==> src/rtl/rsa_key_derive.sv <==
// Derives the RSA modulus N = P*Q, totient (P-1)(Q-1) and private exponent d = E^-1 mod phi.
// Uses a shift-add multiplier, then extended Euclid with a bit-serial restoring divider.
module rsa_key_derive #(
    parameter int WORD_WIDTH = 32
) (
    input  logic                      clk,
    input  logic                      rst,
    input  logic                      start,
    input  logic [WORD_WIDTH/2-1:0]   P,
    input  logic [WORD_WIDTH/2-1:0]   Q,
    input  logic [WORD_WIDTH-1:0]     E,
    output logic                      done,
    output logic                      error,
    output logic [WORD_WIDTH-1:0]     N,
    output logic [WORD_WIDTH-1:0]     PHI,
    output logic [WORD_WIDTH-1:0]     D
);

    localparam int W  = WORD_WIDTH;
    localparam int H  = WORD_WIDTH / 2;
    localparam int TW = WORD_WIDTH + 2;
    localparam int CW = $clog2(WORD_WIDTH) + 1;

    typedef enum logic [2:0] {
        IDLE, MUL, PHI_CALC, CHECK, DIV, UPDATE, FINISH, DONE
    } state_t;

    state_t                state_q, state_d;
    logic [CW-1:0]         cnt_q, cnt_d;
    logic [H-1:0]          p_q, p_d;
    logic [H-1:0]          q_q, q_d;
    logic [W-1:0]          e_q, e_d;
    logic [W-1:0]          mcand_q, mcand_d;
    logic [H-1:0]          mplier_q, mplier_d;
    logic [W-1:0]          acc_q, acc_d;
    logic [W-1:0]          phi_q, phi_d;
    logic [W-1:0]          r0_q, r0_d;
    logic [W-1:0]          r1_q, r1_d;
    logic [W-1:0]          rem_q, rem_d;
    logic [W-1:0]          dvd_q, dvd_d;
    logic signed [TW-1:0]  t0_q, t0_d;
    logic signed [TW-1:0]  t1_q, t1_d;
    logic signed [TW-1:0]  qt_q, qt_d;
    logic                  err_q, err_d;
    logic [W-1:0]          n_q, n_d;
    logic [W-1:0]          phi_out_q, phi_out_d;
    logic [W-1:0]          d_q, d_d;

    logic [W:0]            rem_shift;
    logic [W-1:0]          rem_sub;
    logic                  qbit;
    logic [W-1:0]          phi_calc;
    logic [W-1:0]          t0_fixed;

    always_ff @(posedge clk) begin
        if (rst) begin
            state_q   <= IDLE;
            cnt_q     <= '0;
            p_q       <= '0;
            q_q       <= '0;
            e_q       <= '0;
            mcand_q   <= '0;
            mplier_q  <= '0;
            acc_q     <= '0;
            phi_q     <= '0;
            r0_q      <= '0;
            r1_q      <= '0;
            rem_q     <= '0;
            dvd_q     <= '0;
            t0_q      <= '0;
            t1_q      <= '0;
            qt_q      <= '0;
            err_q     <= 1'b0;
            n_q       <= '0;
            phi_out_q <= '0;
            d_q       <= '0;
        end else begin
            state_q   <= state_d;
            cnt_q     <= cnt_d;
            p_q       <= p_d;
            q_q       <= q_d;
            e_q       <= e_d;
            mcand_q   <= mcand_d;
            mplier_q  <= mplier_d;
            acc_q     <= acc_d;
            phi_q     <= phi_d;
            r0_q      <= r0_d;
            r1_q      <= r1_d;
            rem_q     <= rem_d;
            dvd_q     <= dvd_d;
            t0_q      <= t0_d;
            t1_q      <= t1_d;
            qt_q      <= qt_d;
            err_q     <= err_d;
            n_q       <= n_d;
            phi_out_q <= phi_out_d;
            d_q       <= d_d;
        end
    end

    // Restoring-division step: the subtraction only needs W bits because it is kept only when it fits.
    assign rem_shift = {rem_q, dvd_q[W-1]};
    assign qbit      = (rem_shift >= {1'b0, r1_q});
    assign rem_sub   = rem_shift[W-1:0] - r1_q;
    assign phi_calc  = acc_q - {{H{1'b0}}, p_q} - {{H{1'b0}}, q_q} + W'(1);
    assign t0_fixed  = t0_q[W-1:0] + phi_q;

    always_comb begin
        state_d   = state_q;
        cnt_d     = cnt_q;
        p_d       = p_q;
        q_d       = q_q;
        e_d       = e_q;
        mcand_d   = mcand_q;
        mplier_d  = mplier_q;
        acc_d     = acc_q;
        phi_d     = phi_q;
        r0_d      = r0_q;
        r1_d      = r1_q;
        rem_d     = rem_q;
        dvd_d     = dvd_q;
        t0_d      = t0_q;
        t1_d      = t1_q;
        qt_d      = qt_q;
        err_d     = err_q;
        n_d       = n_q;
        phi_out_d = phi_out_q;
        d_d       = d_q;

        case (state_q)
            IDLE: begin
                if (start) begin
                    p_d      = P;
                    q_d      = Q;
                    e_d      = E;
                    mcand_d  = {{H{1'b0}}, P};
                    mplier_d = Q;
                    acc_d    = '0;
                    err_d    = 1'b0;
                    r0_d     = '0;
                    r1_d     = '0;
                    rem_d    = '0;
                    dvd_d    = '0;
                    t0_d     = '0;
                    t1_d     = '0;
                    qt_d     = '0;
                    cnt_d    = '0;
                    state_d  = MUL;
                end
            end
            MUL: begin
                if (mplier_q[0]) begin
                    acc_d = acc_q + mcand_q;
                end
                mcand_d  = mcand_q << 1;
                mplier_d = mplier_q >> 1;
                cnt_d    = cnt_q + CW'(1);
                if (cnt_q == CW'(H - 1)) begin
                    cnt_d   = '0;
                    state_d = PHI_CALC;
                end
            end
            PHI_CALC: begin
                phi_d = phi_calc;
                if (p_q < H'(2) || q_q < H'(2) || e_q == '0 || e_q >= phi_calc) begin
                    err_d   = 1'b1;
                    state_d = FINISH;
                end else begin
                    r0_d    = phi_calc;
                    r1_d    = e_q;
                    t0_d    = '0;
                    t1_d    = TW'(1);
                    state_d = CHECK;
                end
            end
            CHECK: begin
                if (r1_q == '0) begin
                    state_d = FINISH;
                end else begin
                    rem_d   = '0;
                    dvd_d   = r0_q;
                    qt_d    = '0;
                    cnt_d   = '0;
                    state_d = DIV;
                end
            end
            DIV: begin
                rem_d = qbit ? rem_sub : rem_shift[W-1:0];
                dvd_d = dvd_q << 1;
                // Horner accumulation leaves qt = quotient * t1 when the divider finishes.
                qt_d  = (qt_q <<< 1) + (qbit ? t1_q : '0);
                cnt_d = cnt_q + CW'(1);
                if (cnt_q == CW'(W - 1)) begin
                    cnt_d   = '0;
                    state_d = UPDATE;
                end
            end
            UPDATE: begin
                r0_d    = r1_q;
                r1_d    = rem_q;
                t0_d    = t1_q;
                t1_d    = t0_q - qt_q;
                state_d = CHECK;
            end
            FINISH: begin
                n_d       = acc_q;
                phi_out_d = phi_q;
                if (err_q || r0_q != W'(1)) begin
                    err_d = 1'b1;
                    d_d   = '0;
                end else begin
                    d_d = t0_q[TW-1] ? t0_fixed : t0_q[W-1:0];
                end
                state_d = DONE;
            end
            DONE: begin
                state_d = IDLE;
            end
            default: begin
                state_d = IDLE;
            end
        endcase
    end

    assign done  = (state_q == DONE);
    assign error = err_q;
    assign N     = n_q;
    assign PHI   = phi_out_q;
    assign D     = d_q;

endmodule

==> config.mk <==
export PLATFORM = sky130hd
export DESIGN_NAME = rsa_key_derive
export DESIGN_NICKNAME = d
export VERILOG_FILES = /design/src/rtl/rsa_key_derive.sv
export SDC_FILE = /design/constraint.sdc
export NUM_CORES = 2
export LEC_CHECK = 0
export CORE_UTILIZATION = 59
export DETAILED_ROUTE_END_ITERATION = 10
export MAX_ROUTING_LAYER = met4
export PLACE_DENSITY = 0.83
export SETUP_SLACK_MARGIN = 0.1
export SKIP_CTS_REPAIR_TIMING = 1
export SYNTH_ARGS = -nofsm -noshare
export SYNTH_HDL_FRONTEND = slang
export SYNTH_SLANG_ARGS = --single-unit
==> constraint.sdc <==
create_clock -name clk -period 8.2 [get_ports clk]
set_input_delay 0.82 -clock clk [delete_from_list [all_inputs] [get_ports clk]]
set_output_delay 0.82 -clock clk [all_outputs]
set_load 0.03 [all_outputs]
==> out/results.ini <==
[sta]
fin_crit_sh_pct = 83.66
slew_headroom_pct = 21.97
setup-tns-final_ns = 0
max_freq_ghz = 0.1458
final_hold_viol_count = 0
rsz0062_at_grt = no
slew_violations = 0
finalCriticalPeriod_ns = 6.860
worst_slew_pin_slew_ns = 1.170
finalClockSkew_ns = 0.02861
finalSetupViolations = 0

[synthesis]
synth.distinct_cells = 79
synth_nets = 4069
synth.area.top_cells = dfxtp_1 34%, ha_1 9.8%, nand2_1 6.9%, a21oi_1 6.5%, nor2_1 3.9%
netlist_instances = 3744
yosysWarnings = 0
yosys_register_bits = 512
synth-async-reset-ratio_pct = 0
synth_edf_count = 0
ys_seq_area_share_pct = 34.02
synth_ff_type = dfxtp_1
synth_area_um2 = 30130
synth_top_area_share_pct = 34.02
syn_avg_cell_area_um2 = 8.048
yosys.area.top_type = dfxtp_1

[routing]
avgRoutedWirePerCell_um = 19.72
vias = 28260
ant_nets = 0
vias_per_cell = 6.268
drtPass1Iterations = 8
drtIter0Drc = 3467
wl_mm = 88.89
drc = 0

[critical_path]
required_ns = 8.71
cp_data_arrival_time_ns = 7.37
timing.rr.start = p_q[1]$_SDFFE_PP0P_
worstReg2RegEnd = r0_q[26]$_SDFFE_PP0P_
critPathMaxFanout = 125
crit_start = p_q[1]$_SDFFE_PP0P_
r2r_cells = 25
cp-endpoint = r0_q[26]$_SDFFE_PP0P_
endpoint_kind = flop
start_kind = flop
reg2reg_slack_ns = 1.34
path_class = reg2reg

[power_and_ir_drop]
power.density_nw_per_um2 = 313.8
leakage_nw = 13.39
ir_drop_mv = 0.2857

[placement]
dp_hpwl_mm = 63.80
place_congestion = 1.001
numPortBuffers = 164
post-place-cells = 4409

[floorplanning]
rows = 82
die_y_um = 228.0
die_area_um2 = 51980
fp.dieW_um = 228.0
top_level_ports = 165
coreArea_um2 = 50270
initial_core_util_pct = 59.94

[global_route]
grt.total_usage_pct = 34.28
grt_max_degree = 126
grt_pass1_wl_mm = 140.7
grt_pass1_vias = 25420
antenna_found_initial = 2
gr-total-overflow = 0

[clocking]
clk_latency_ns = 0.63
clk_pin_slew_worst_paths_ns = 0.06
cts-root-buf = clkbuf_16
cts_tree = built
cts-htree-levels = 2
cts_inserted_buffers = 53
cts_sinks = 512
cts.path.max_buffers = 3

[run]
cap_violations = 0

[cells_and_area]
nFillCells = 4065
layout.nets = 4117
ff_latch_area_um2 = 10250
drive_gt1_share_pct = 5.243
stdcell_count = 4508
reg_top3 = qt_q (34), t0_q (34), t1_q (34)
synthToLayoutAreaGrowth_pct = 12.56
multi_input_area_um2 = 18390

[status]
status = finished clean

[hold_path]
hp-class = reg2reg

worst min path at each step:
| stage | startpoint | endpoint | slack, ns | depth (start not counted) |
|---|---|---|---|---|
| 5_1_grt | N[17]$_SDFFE_PP0P_ | N[17]$_SDFFE_PP0P_ | 0.48 | 2 |
| 6_report | N[29]$_SDFFE_PP0P_ | N[29]$_SDFFE_PP0P_ | 0.46 | 2 |
| 2_1_floorplan | qt_q[32]$_SDFFE_PP0P_ | qt_q[32]$_SDFFE_PP0P_ | 0.44 | 2 |
| 3_5_place_dp | D[15]$_SDFFE_PP0P_ | D[15]$_SDFFE_PP0P_ | 0.44 | 2 |
| 3_3_place_gp | D[15]$_SDFFE_PP0P_ | D[15]$_SDFFE_PP0P_ | 0.44 | 2 |
| 4_1_cts | N[10]$_SDFFE_PP0P_ | N[10]$_SDFFE_PP0P_ | 0.45 | 2 |
metal layers:
metal | global-route usage [%] | share of wire (%) | vias to the layer above
met3 | 6.788 | 10 | 199
li1 | - | - | 13490
met1 | 47.30 | 43 | 13240
met2 | 49.79 | 43 | 1332
met4 | 11.66 | 3.7 | 0
met5 | - | 0 | -
cell usage after synthesis (42+ instances only):
| cell | instances |
|---|---|
| dfxtp_1 | 512 |
| xor2_1 | 52 |
| nor3_1 | 82 |
| o21ai_0 | 138 |
| a22oi_1 | 87 |
| ha_1 | 237 |
| nor2b_1 | 61 |
| nor2_1 | 313 |
| inv_1 | 195 |
| nand2_1 | 551 |
| a211oi_2 | 42 |
| xnor2_1 | 97 |
| a21oi_1 | 390 |
| a22o_1 | 73 |
| a21o_1 | 71 |
| nand3_1 | 73 |
| a31oi_1 | 56 |
| clkbuf_1 | 163 |
layout make-up:
type	instances	share of cell area, %
antenna	2	0.01476
sequential	512	30.22
inverter	196	2.169
tap	672	2.479
clock inverter	21	0.9260
clock buffer	76	4.401
timing repair buffer	194	5.556
multi-input combinational	2835	54.23
through the flow:
stage | total power, mW | instance area, um2 | hold slack (ns) | setup slack [ns] | utilization, %
CTS | 10.51 | 33910 | 0.4538 | 1.385 | 67.45
finish | 10.64 | 33920 | 0.4552 | 1.340 | 67.46
global route | 11.27 | 33920 | 0.4772 | 0.7395 | 67.46
detailed placement | 7.962 | 32100 | 0.4434 | 1.481 | 63.86
floorplan | 6.769 | 30130 | 0.4360 | 2.335 | -
global placement | 7.863 | 32100 | 0.4394 | 1.594 | 63.86
worst max-delay path, stage by stage, from the launching register on:
cell and delay (ns):
dfxtp_1 0.33, ha_1 0.32, fa_1 0.50, inv_1 0.05, ha_1 0.24, fa_1 0.43
a211oi_1 0.28, o21bai_1 0.15, o41a_1 0.37, o21ai_0 0.27, a211o_1 0.19, nand2_1 0.06
a21oi_1 0.16, inv_1 0.06, ha_1 0.35, a21o_1 0.18, nand2_1 0.09, a2111oi_0 0.06
or4_1 0.58, a2111oi_0 0.38, and3_1 0.22, o221a_2 0.32, a21o_4 0.18, buf_12 0.50
nor2_1 0.15, a311oi_2 0.29
cell families after synthesis:
kind of cell	after synthesis	synth area share (%)
and+or+nand+nor	1268	18.75
AOI/OAI and AO/OA	1134	25.49
DFF	512	34.02
buffers and inverters	397	5.249
adders and majority gates	258	11.24
xor gates and xnor gates	150	4.406
muxes	25	0.8512
cells in the final DEF (no fill, tap or decap), drive strengths merged, types with 36 or more instances in the layout:
master         netlist  layout
a211oi              68      68
a21o                71      71
a21oi              391     391
a221oi              38      38
a22o                73      73
a22oi               87      87
a31oi               56      56
clkbuf             163      76
clkdlybuf4s50        0     163
dfxtp              512     512
ha                 237     237
inv                195     199
nand2              551     551
nand2b              36      36
nand3               73      73
nor2               314     314
nor2b               61      61
nor3                82      82
nor4                41      41
o21ai              144     144
xnor2               97      97
xor2                52      52
power breakdown:
part / internal [mW] / leakage (nW) / switching, mW / total, mW
Combinational: 1.71 / 8.35 / 2.99 / 4.70
Sequential: 2.88 / 4.16 / 0.517 / 3.40
Clock: 1.49 / 0.879 / 1.05 / 2.54
Power figures use the tool's default switching activity.
